[src/rtl/core_branch_pkg.sv]
// Shared branch-resolution definitions: funct3 encodings, FSM state type and default widths.
package core_branch_pkg;

    localparam int unsigned XLEN_DEFAULT = 32;
    localparam int unsigned CNT_W_DEFAULT = 32;
    localparam int unsigned F3_W = 3;

    localparam logic [F3_W-1:0] F3_BEQ  = 3'b000;
    localparam logic [F3_W-1:0] F3_BNE  = 3'b001;
    localparam logic [F3_W-1:0] F3_BLT  = 3'b100;
    localparam logic [F3_W-1:0] F3_BGE  = 3'b101;
    localparam logic [F3_W-1:0] F3_BLTU = 3'b110;
    localparam logic [F3_W-1:0] F3_BGEU = 3'b111;

    typedef enum logic [0:0] {
        BR_IDLE     = 1'b0,
        BR_REDIRECT = 1'b1
    } br_state_e;

endpackage

[src/rtl/branch_cond_decode.sv]
// Combinational condition decode: maps branch funct3 and comparator flags to taken/illegal.
module branch_cond_decode
    import core_branch_pkg::*;
(
    input  logic [F3_W-1:0] funct3,
    input  logic            lsr,
    input  logic            lsru,
    input  logic            eql,
    output logic            taken,
    output logic            illegal
);

    always_comb begin
        taken   = 1'b0;
        illegal = 1'b0;
        case (funct3)
            F3_BEQ:  taken = eql;
            F3_BNE:  taken = !eql;
            F3_BLT:  taken = lsr;
            F3_BGE:  taken = !lsr;
            F3_BLTU: taken = lsru;
            F3_BGEU: taken = !lsru;
            default: illegal = 1'b1;
        endcase
    end

endmodule

[src/rtl/branch_resolve_unit.sv]
// Execute-stage branch/jump resolution: taken decision, target/link generation,
// registered redirect+flush handshake to fetch, and branch performance counters.
module branch_resolve_unit
    import core_branch_pkg::*;
#(
    parameter int unsigned XLEN  = XLEN_DEFAULT,
    parameter int unsigned CNT_W = CNT_W_DEFAULT
) (
    input  logic             clk,
    input  logic             rst_n,
    input  logic             ex_valid_i,
    input  logic             ex_is_branch_i,
    input  logic             ex_is_jal_i,
    input  logic             ex_is_jalr_i,
    input  logic [2:0]       ex_funct3_i,
    input  logic [XLEN-1:0]  ex_pc_i,
    input  logic [XLEN-1:0]  ex_imm_i,
    input  logic [XLEN-1:0]  ex_rs1_i,
    input  logic             lsr_i,
    input  logic             lsrU_i,
    input  logic             eql_i,
    input  logic             if_redirect_ready_i,
    output logic             ex_stall_o,
    output logic             redirect_valid_o,
    output logic [XLEN-1:0]  redirect_pc_o,
    output logic             flush_o,
    output logic             link_valid_o,
    output logic [XLEN-1:0]  link_wdata_o,
    output logic             misalign_exc_o,
    output logic [XLEN-1:0]  misalign_addr_o,
    output logic             illegal_o,
    output logic [CNT_W-1:0] perf_branch_cnt_o,
    output logic [CNT_W-1:0] perf_taken_cnt_o
);

    br_state_e        state_q, state_d;
    logic             redirect_valid_d, flush_d, link_valid_d, misalign_d, illegal_d;
    logic [XLEN-1:0]  redirect_pc_d, link_wdata_d, misalign_addr_d;
    logic [CNT_W-1:0] branch_cnt_d, taken_cnt_d;

    logic             cond_taken, cond_illegal;
    logic             is_jalr, is_jal, is_br, accept, taken, aligned;
    logic [XLEN-1:0]  jalr_sum, target;

    branch_cond_decode u_cond (
        .funct3  (ex_funct3_i),
        .lsr     (lsr_i),
        .lsru    (lsrU_i),
        .eql     (eql_i),
        .taken   (cond_taken),
        .illegal (cond_illegal)
    );

    // Kind priority JALR > JAL > branch; JALR target has bit0 forced low.
    assign is_jalr  = ex_is_jalr_i;
    assign is_jal   = !ex_is_jalr_i && ex_is_jal_i;
    assign is_br    = !ex_is_jalr_i && !ex_is_jal_i && ex_is_branch_i;
    assign jalr_sum = ex_rs1_i + ex_imm_i;
    assign target   = is_jalr ? {jalr_sum[XLEN-1:1], 1'b0} : (ex_pc_i + ex_imm_i);
    assign taken    = is_jalr || is_jal || (is_br && cond_taken);
    assign aligned  = (target[1:0] == 2'b00);
    assign accept   = (state_q == BR_IDLE) && ex_valid_i
                      && (ex_is_branch_i || ex_is_jal_i || ex_is_jalr_i);

    assign ex_stall_o = (state_q == BR_REDIRECT);

    always_ff @(posedge clk or negedge rst_n) begin
        if (!rst_n) begin
            state_q           <= BR_IDLE;
            redirect_valid_o  <= 1'b0;
            redirect_pc_o     <= '0;
            flush_o           <= 1'b0;
            link_valid_o      <= 1'b0;
            link_wdata_o      <= '0;
            misalign_exc_o    <= 1'b0;
            misalign_addr_o   <= '0;
            illegal_o         <= 1'b0;
            perf_branch_cnt_o <= '0;
            perf_taken_cnt_o  <= '0;
        end else begin
            state_q           <= state_d;
            redirect_valid_o  <= redirect_valid_d;
            redirect_pc_o     <= redirect_pc_d;
            flush_o           <= flush_d;
            link_valid_o      <= link_valid_d;
            link_wdata_o      <= link_wdata_d;
            misalign_exc_o    <= misalign_d;
            misalign_addr_o   <= misalign_addr_d;
            illegal_o         <= illegal_d;
            perf_branch_cnt_o <= branch_cnt_d;
            perf_taken_cnt_o  <= taken_cnt_d;
        end
    end

    always_comb begin
        state_d          = state_q;
        redirect_valid_d = redirect_valid_o;
        redirect_pc_d    = redirect_pc_o;
        flush_d          = 1'b0;
        link_valid_d     = 1'b0;
        link_wdata_d     = link_wdata_o;
        misalign_d       = 1'b0;
        misalign_addr_d  = misalign_addr_o;
        illegal_d        = 1'b0;
        branch_cnt_d     = perf_branch_cnt_o;
        taken_cnt_d      = perf_taken_cnt_o;

        case (state_q)
            BR_IDLE: begin
                redirect_valid_d = 1'b0;
                if (accept) begin
                    if (is_br && cond_illegal) begin
                        illegal_d = 1'b1;
                    end else begin
                        if (is_br) begin
                            branch_cnt_d = perf_branch_cnt_o + CNT_W'(1);
                        end
                        if (taken && !aligned) begin
                            misalign_d      = 1'b1;
                            misalign_addr_d = target;
                        end else if (taken) begin
                            state_d          = BR_REDIRECT;
                            redirect_valid_d = 1'b1;
                            redirect_pc_d    = target;
                            flush_d          = 1'b1;
                            taken_cnt_d      = perf_taken_cnt_o + CNT_W'(1);
                            if (is_jal || is_jalr) begin
                                link_valid_d = 1'b1;
                                link_wdata_d = ex_pc_i + XLEN'(4);
                            end
                        end
                    end
                end
            end
            BR_REDIRECT: begin
                // Hold request stable until fetch takes it.
                if (if_redirect_ready_i) begin
                    state_d          = BR_IDLE;
                    redirect_valid_d = 1'b0;
                end
            end
            default: state_d = BR_IDLE;
        endcase
    end

endmodule
[config.mk]
export PLATFORM = sky130hd
export DESIGN_NAME = branch_resolve_unit
export DESIGN_NICKNAME = d
export VERILOG_FILES = /design/src/rtl/core_branch_pkg.sv /design/src/rtl/branch_cond_decode.sv /design/src/rtl/branch_resolve_unit.sv
export SDC_FILE = /design/constraint.sdc
export NUM_CORES = 1
export LEC_CHECK = 0
export CORE_MARGIN = 5
export CORE_UTILIZATION = 45
export CTS_BUF_LIST = sky130_fd_sc_hd__clkbuf_4 sky130_fd_sc_hd__clkbuf_8
export CTS_CLUSTER_DIAMETER = 120
export DETAILED_ROUTE_END_ITERATION = 8
export GPL_TIMING_DRIVEN = 0
export PLACE_DENSITY = 0.75
export REMOVE_ABC_BUFFERS = 1
export SLEW_MARGIN = 10
export SYNTH_ARGS = -nofsm -noshare
export SYNTH_HDL_FRONTEND = slang
export SYNTH_HIERARCHICAL = 1
export SYNTH_SLANG_ARGS = --single-unit
[constraint.sdc]
create_clock -name clk -period 4.5 [get_ports clk]
set_input_delay 1.125 -clock clk [delete_from_list [all_inputs] [get_ports clk]]
set_output_delay 1.125 -clock clk [all_outputs]
set_load 0.1 [all_outputs]
# --- Word-level counts from Yosys, hierarchy flattened ---
# Index checks and enable logic that the tools add are counted.
op_classes:
  n_mux: 25
  bitwise: 3
  addsub: 5
  eq_ne: 6
  n_reduce_logical: 25
op_table:
  columns: ["operator", "n"]
  rows:
  - ["$add A32 B1 Y32 const B", 2]
  - ["$add A32 B32 Y32", 2]
  - ["$add A32 B3 Y32 const B", 1]
  - ["$mux W32", 1]
  - ["$mux W1", 21]
  - ["$eq A3 B3 Y1 const B", 4]
  - ["$logic_and A1 B1 Y1", 8]
  - ["$reduce_and A4 Y1", 2]
  - ["$logic_not A1 Y1", 6]
  - ["$pmux W1 S6", 1]
  - ["$reduce_and A6 Y1", 1]
  - ["$reduce_or A6 Y1", 1]
  - ["$reduce_and A5 Y1", 1]
  - ["$logic_or A1 B1 Y1", 4]
  - ["$pmux W1 S2", 2]
  - ["$eq A3 B1 Y1 const B", 1]
  - ["$logic_not A3 Y1", 1]
  - ["$not A1 Y1", 3]
  - ["$logic_not A2 Y1", 1]
  - ["$ne A2 B2 Y1 const B", 1]
word_totals:
  regBits: 166
  out_inout_bits: 166
  wordCells: 75
  in_bits: 109

# --- Longest topological paths before layout ---
logic_depth:
  word_depth: 10
  ltp_mapped: 13
  mapped_depth_nobuf: 13

# --- Hierarchy ---
# Netlist, hierarchy kept.
modules_own_cells:
  columns: ["mod", "instances", "cells_per_inst", "seq_area_each_um2", "area_per_inst_um2"]
  rows:
  - ["branch_resolve_unit", 1, 1162, 4154.0, 10472.5]
  - ["branch_cond_decode", 1, 6, 0.0, 46.3]

# --- Worst setup path after synthesis ---
# Ideal clock, no wire load.
synth_timing:
  path_type: "input to register"
  from: "input ex_pc_i[0]"
  to: "register perf_taken_cnt_o[30]"
  setup_ns: 0.158
  slack_ns: 0.956
  arrival_ns: 3.385
  n_path_buf: 0
  cell_stages: 11
  required_time_ns: 4.342
  cell_sequence: "ha_1 -> fa_1 -> o31ai_1 -> nand2_2 -> inv_2 -> nand4_2 -> nor3_2 -> inv_2 -> nor3_1 -> nand4_1 -> xnor2_1"
synth_via:
  elab_chain_cells: 7
synth_lines:
  columns: ["item", "line_no", "source"]
  rows:
  - ["from (decl)", "branch_resolve_unit.sv:16", "input logic [XLEN-1:0] ex_pc_i,"]
  - ["$add A32 B32 Y32", "branch_resolve_unit.sv:59", "assign target = is_jalr ? {jalr_sum[XLEN-1:1], 1'b0} : (ex_pc_i + ex_imm_i);"]
  - ["$mux W32", "branch_resolve_unit.sv:59", null]
  - ["$logic_not A2 Y1", "branch_resolve_unit.sv:61", "assign aligned = (target[1:0] == 2'b00);"]
  - ["$logic_not A1 Y1", "branch_resolve_unit.sv:118", "if (taken && !aligned) begin"]
  - ["$logic_and A1 B1 Y1", "branch_resolve_unit.sv:118", null]
  - ["$not A1 Y1 (no line)", null, null]
  - ["$reduce_and A5 Y1 (no line)", null, null]
  - ["to (signal assigned)", "branch_resolve_unit.sv:91", "perf_taken_cnt_o <= taken_cnt_d;"]
  - ["to (decl)", "branch_resolve_unit.sv:33", "output logic [CNT_W-1:0] perf_taken_cnt_o"]
# Every way passes these cells.
# A chain may end at the register's enable or synchronous reset.

# --- Worst setup path after layout ---
layout_timing:
  from: "input ex_imm_i[0]"
  to: "register perf_taken_cnt_o[30]"
layout_via:
  elab_chain_cells: 7
  word_cells_on_any_way: 8
  classes_between: "add/sub: 2; mux: 1; bitwise: 1; reduce/logical: 4"
layout_lines:
  columns: ["item", "line_no", "source"]
  rows:
  - ["from (decl)", "branch_resolve_unit.sv:17", "input logic [XLEN-1:0] ex_imm_i,"]
  - ["$add A32 B32 Y32, on equally long branches", "branch_resolve_unit.sv:59, branch_resolve_unit.sv:58", null]
  - ["$mux W32 *", "branch_resolve_unit.sv:59", null]
  - ["$logic_not A2 Y1 *", "branch_resolve_unit.sv:61", null]
  - ["$logic_not A1 Y1 *", "branch_resolve_unit.sv:118", null]
  - ["$logic_and A1 B1 Y1 *", "branch_resolve_unit.sv:118", null]
  - ["$not A1 Y1 (no line) *", null, null]
  - ["$reduce_and A5 Y1 (no line) *", null, null]
# Every way passes the cells marked *; elsewhere a longest branch is shown, timed or not.

==> flow_metrics.tcl <==
set metrics [dict create \
    synth.most_common_cell "nand2_1" \
    crit_path_max_incr_delay_ns 0.50 \
    status "complete, no violations" \
    p_leak_nw 6.07 \
    routed_wl_um 31100 \
    yosys-top-cells-count "203 x nand2_1, 166 x dfrtp_1, 85 x xnor2_1" \
    worst_pin_slew_ns 1.06 \
    tritoncts "done" \
    cp.required_ns 4.86 \
    synth_ff_type "dfrtp_1" \
    numCtsBuffers 17 \
    yosysUniqueCellTypes 80 \
    setup_tns_ns 0 \
    port_buffers 274 \
    grt_overflow 0 \
    crit_slowest_cell "clkdlybuf4s50_1" \
    drive_gt1_share_pct 5.96 \
    power_density_nw_per_um2 584 \
    synth_warnings 6 \
    dpl.hpwl_um 24000 \
    place_congestion 0.937 \
    arrival_ns 4.72 \
    grt_usage_pct 22.9 \
    rows 56 \
    post_drt_wl_per_cell_um 17.7 \
    netlist_instances 1168 \
    grt_pass1_vias 9146 \
    die_w_um 163 \
    ys_ff_latch 166 \
    synth_edf_count 0 \
    wl_met1_um 14200 \
    routed-wl-met2_um 14400 \
    syn2layout_area_growth_pct 33.5 \
    final_cell_area_um2 14000 \
    worstSetupStartpointType "input port" \
    clk_root_buffer_cell "clkbuf_8" \
    setup_slack_ns 0.133 \
    fin_skew_ns 0.0235 \
    grt_max_degree 91 \
    wl_met3_um 1900 \
    cp_max_fo 24 \
    finalPower_mw 8.21 \
    drt-initial-drc-count 574 \
    grt_pass1_wl_um 48800 \
    cts_setup_buffers 0 \
    route.detailed.drc 0 \
    placed_cell_area_um2 13600 \
    start_util_pct 45.2 \
    cp-end-kind "flip-flop" \
    fin_crit_sh_pct 97.0 \
    drtAntennaViolNets 0 \
    dr_total_vias 9472 \
    vias_per_cell 5.38 \
    synthTopCellsByArea "dfrtp_1 39%, ha_1 7.6%, nand2_1 7.2%, xnor2_1 7.1%, xor2_1 5.1%" \
    antenna_found_initial 0 \
    seq_area_frac_synth_pct 39.5 \
    hold_viol_final 0 \
    syn_avg_cell_area_um2 9.01 \
    die_h_um 163 \
    ios 275 \
    ys_async_sr_fraction_pct 100 \
    maxCapViolCount 0 \
    cts_htree_levels 4 \
    setup_viol 0 \
    clock-sinks 166 \
    synth_top_area_cell "dfrtp_1" \
    max_freq_mhz 229 \
    ctsHoldBuffers 0 \
    first_pass_iters 6 \
    clk_pin_slew_ns 0.11 \
    finalCriticalPeriod_ns 4.37 \
    nNetsFinal 1605 \
    final_util_pct 60.4 \
    core_um2 23300 \
    drv_slew 0 \
    ir_drop_mv 0.398 \
    yosysTopAreaCellShare_pct 39.5 \
    clock_latency_ns 0.46 \
    maxSlewHeadroom_pct 28.9 \
    dr.max_layer_used "met4" \
    cts.path.max_buffers 2 \
    dp_slack_ns -0.834 \
    critPathKind "input port to flip-flop" \
    diodes 0 \
    die-area_um2 26500 \
    path_cells "clkdlybuf4s50_1 > ha_1 > fa_1 > o31ai_2 > nand2_4 > inv_6 > nand4_2 > nor3_2 > inv_2 > nor3_1 > nand4_1 > xnor2_1" \
    hold_path.class "flip-flop to flip-flop" \
    syn_area_um2 10500 \
    nFillCells 2066 \
]
[per-layer routing]
layer | up-vias | GRT usage (%)
li1 | 4667 | -
met1 | 4468 | 32.4
met2 | 301 | 35.9
met3 | 36 | 4.71
met4 | 0 | 6.52
met5 | - | 0
[what timing repair did]
action,CTS,global route
endpoints found under the setup margin,22,2
resized for setup,3,3
pin swaps,0,1
cloned,0,1
[final timing paths]
path,endpoint,slack [ns],start,cells after the start
setup / recovery,perf_taken_cnt_o[30],0.13,ex_imm_i[0],12
hold / removal,perf_taken_cnt_o[31],0.48,perf_taken_cnt_o[31],1
setup reg to reg,perf_taken_cnt_o[30],1.52,ex_stall_o,10
hold reg to reg,perf_taken_cnt_o[31],0.48,perf_taken_cnt_o[31],1
max in group asynchronous,redirect_pc_o[19],2.96,rst_n,2
min in group asynchronous,link_wdata_o[4],0.66,rst_n,1
[layout make-up]
| class | count | area, um2 | share of cell area [%] |
|---|---|---|---|
| multi-input combinational | 946 | 6160 | 43.9 |
| sequential | 166 | 4150 | 29.6 |
| timing repair buffer | 277 | 2810 | 20.0 |
| tap | 319 | 399 | 2.84 |
| clock buffer | 17 | 234 | 1.67 |
| clock inverter | 15 | 198 | 1.41 |
| inverter | 22 | 88.8 | 0.632 |
[per-stage QoR]
step | hold WS [ns] | std cells
finish | 0.478 | 1762
global route | 0.496 | 1762
CTS | 0.476 | 1761
detailed placement | 0.460 | 1729
global placement | 0.457 | 1726
floorplan | 0.829 | 1133
[logic make-up after synthesis]
logic type,synth area share [%]
xor+xnor,12.2
buf+inv,2.14
compound gates,16.9
mux,2.58
fa+ha+maj,7.99
flops,39.5
simple gates,18.7
[layout by cell type (no fill, tap or decap), types with 18 or more instances in the layout]
cell type        count
o21ai_1             30
o21ai_0             69
xnor2_1             85
ha_1                64
dfrtp_1            166
inv_1               18
xor2_1              61
nand3_1             43
nand2_1            202
nand4_1             23
nor2_1              75
and3_1              19
a21oi_1             73
a21o_1              22
clkdlybuf4s50_1    272
[flip-flops by register name, summed over array words and instances (netlist names)]
register / flops
link_wdata_o: 32
misalign_addr_o: 32
perf_branch_cnt_o: 32
perf_taken_cnt_o: 32
redirect_pc_o: 32
ex_stall_o: 1
flush_o: 1
illegal_o: 1
link_valid_o: 1
misalign_exc_o: 1
redirect_valid_o: 1
[worst max-delay path, delay by kind of cell]
family	cells	cell delay, ns
XOR/XNOR	1	0.14
AO/OA/AOI/OAI	1	0.49
buffers and inverters	3	0.85
adder cells (fa/ha/maj)	2	0.74
AND/OR/NAND/NOR	5	1.35
[power breakdown]
part	internal [mW]	switching (mW)
Clock	0.436	0.716
Sequential	1.87	0.240
Combinational	1.16	3.78
(Power assumes the default switching activity.)
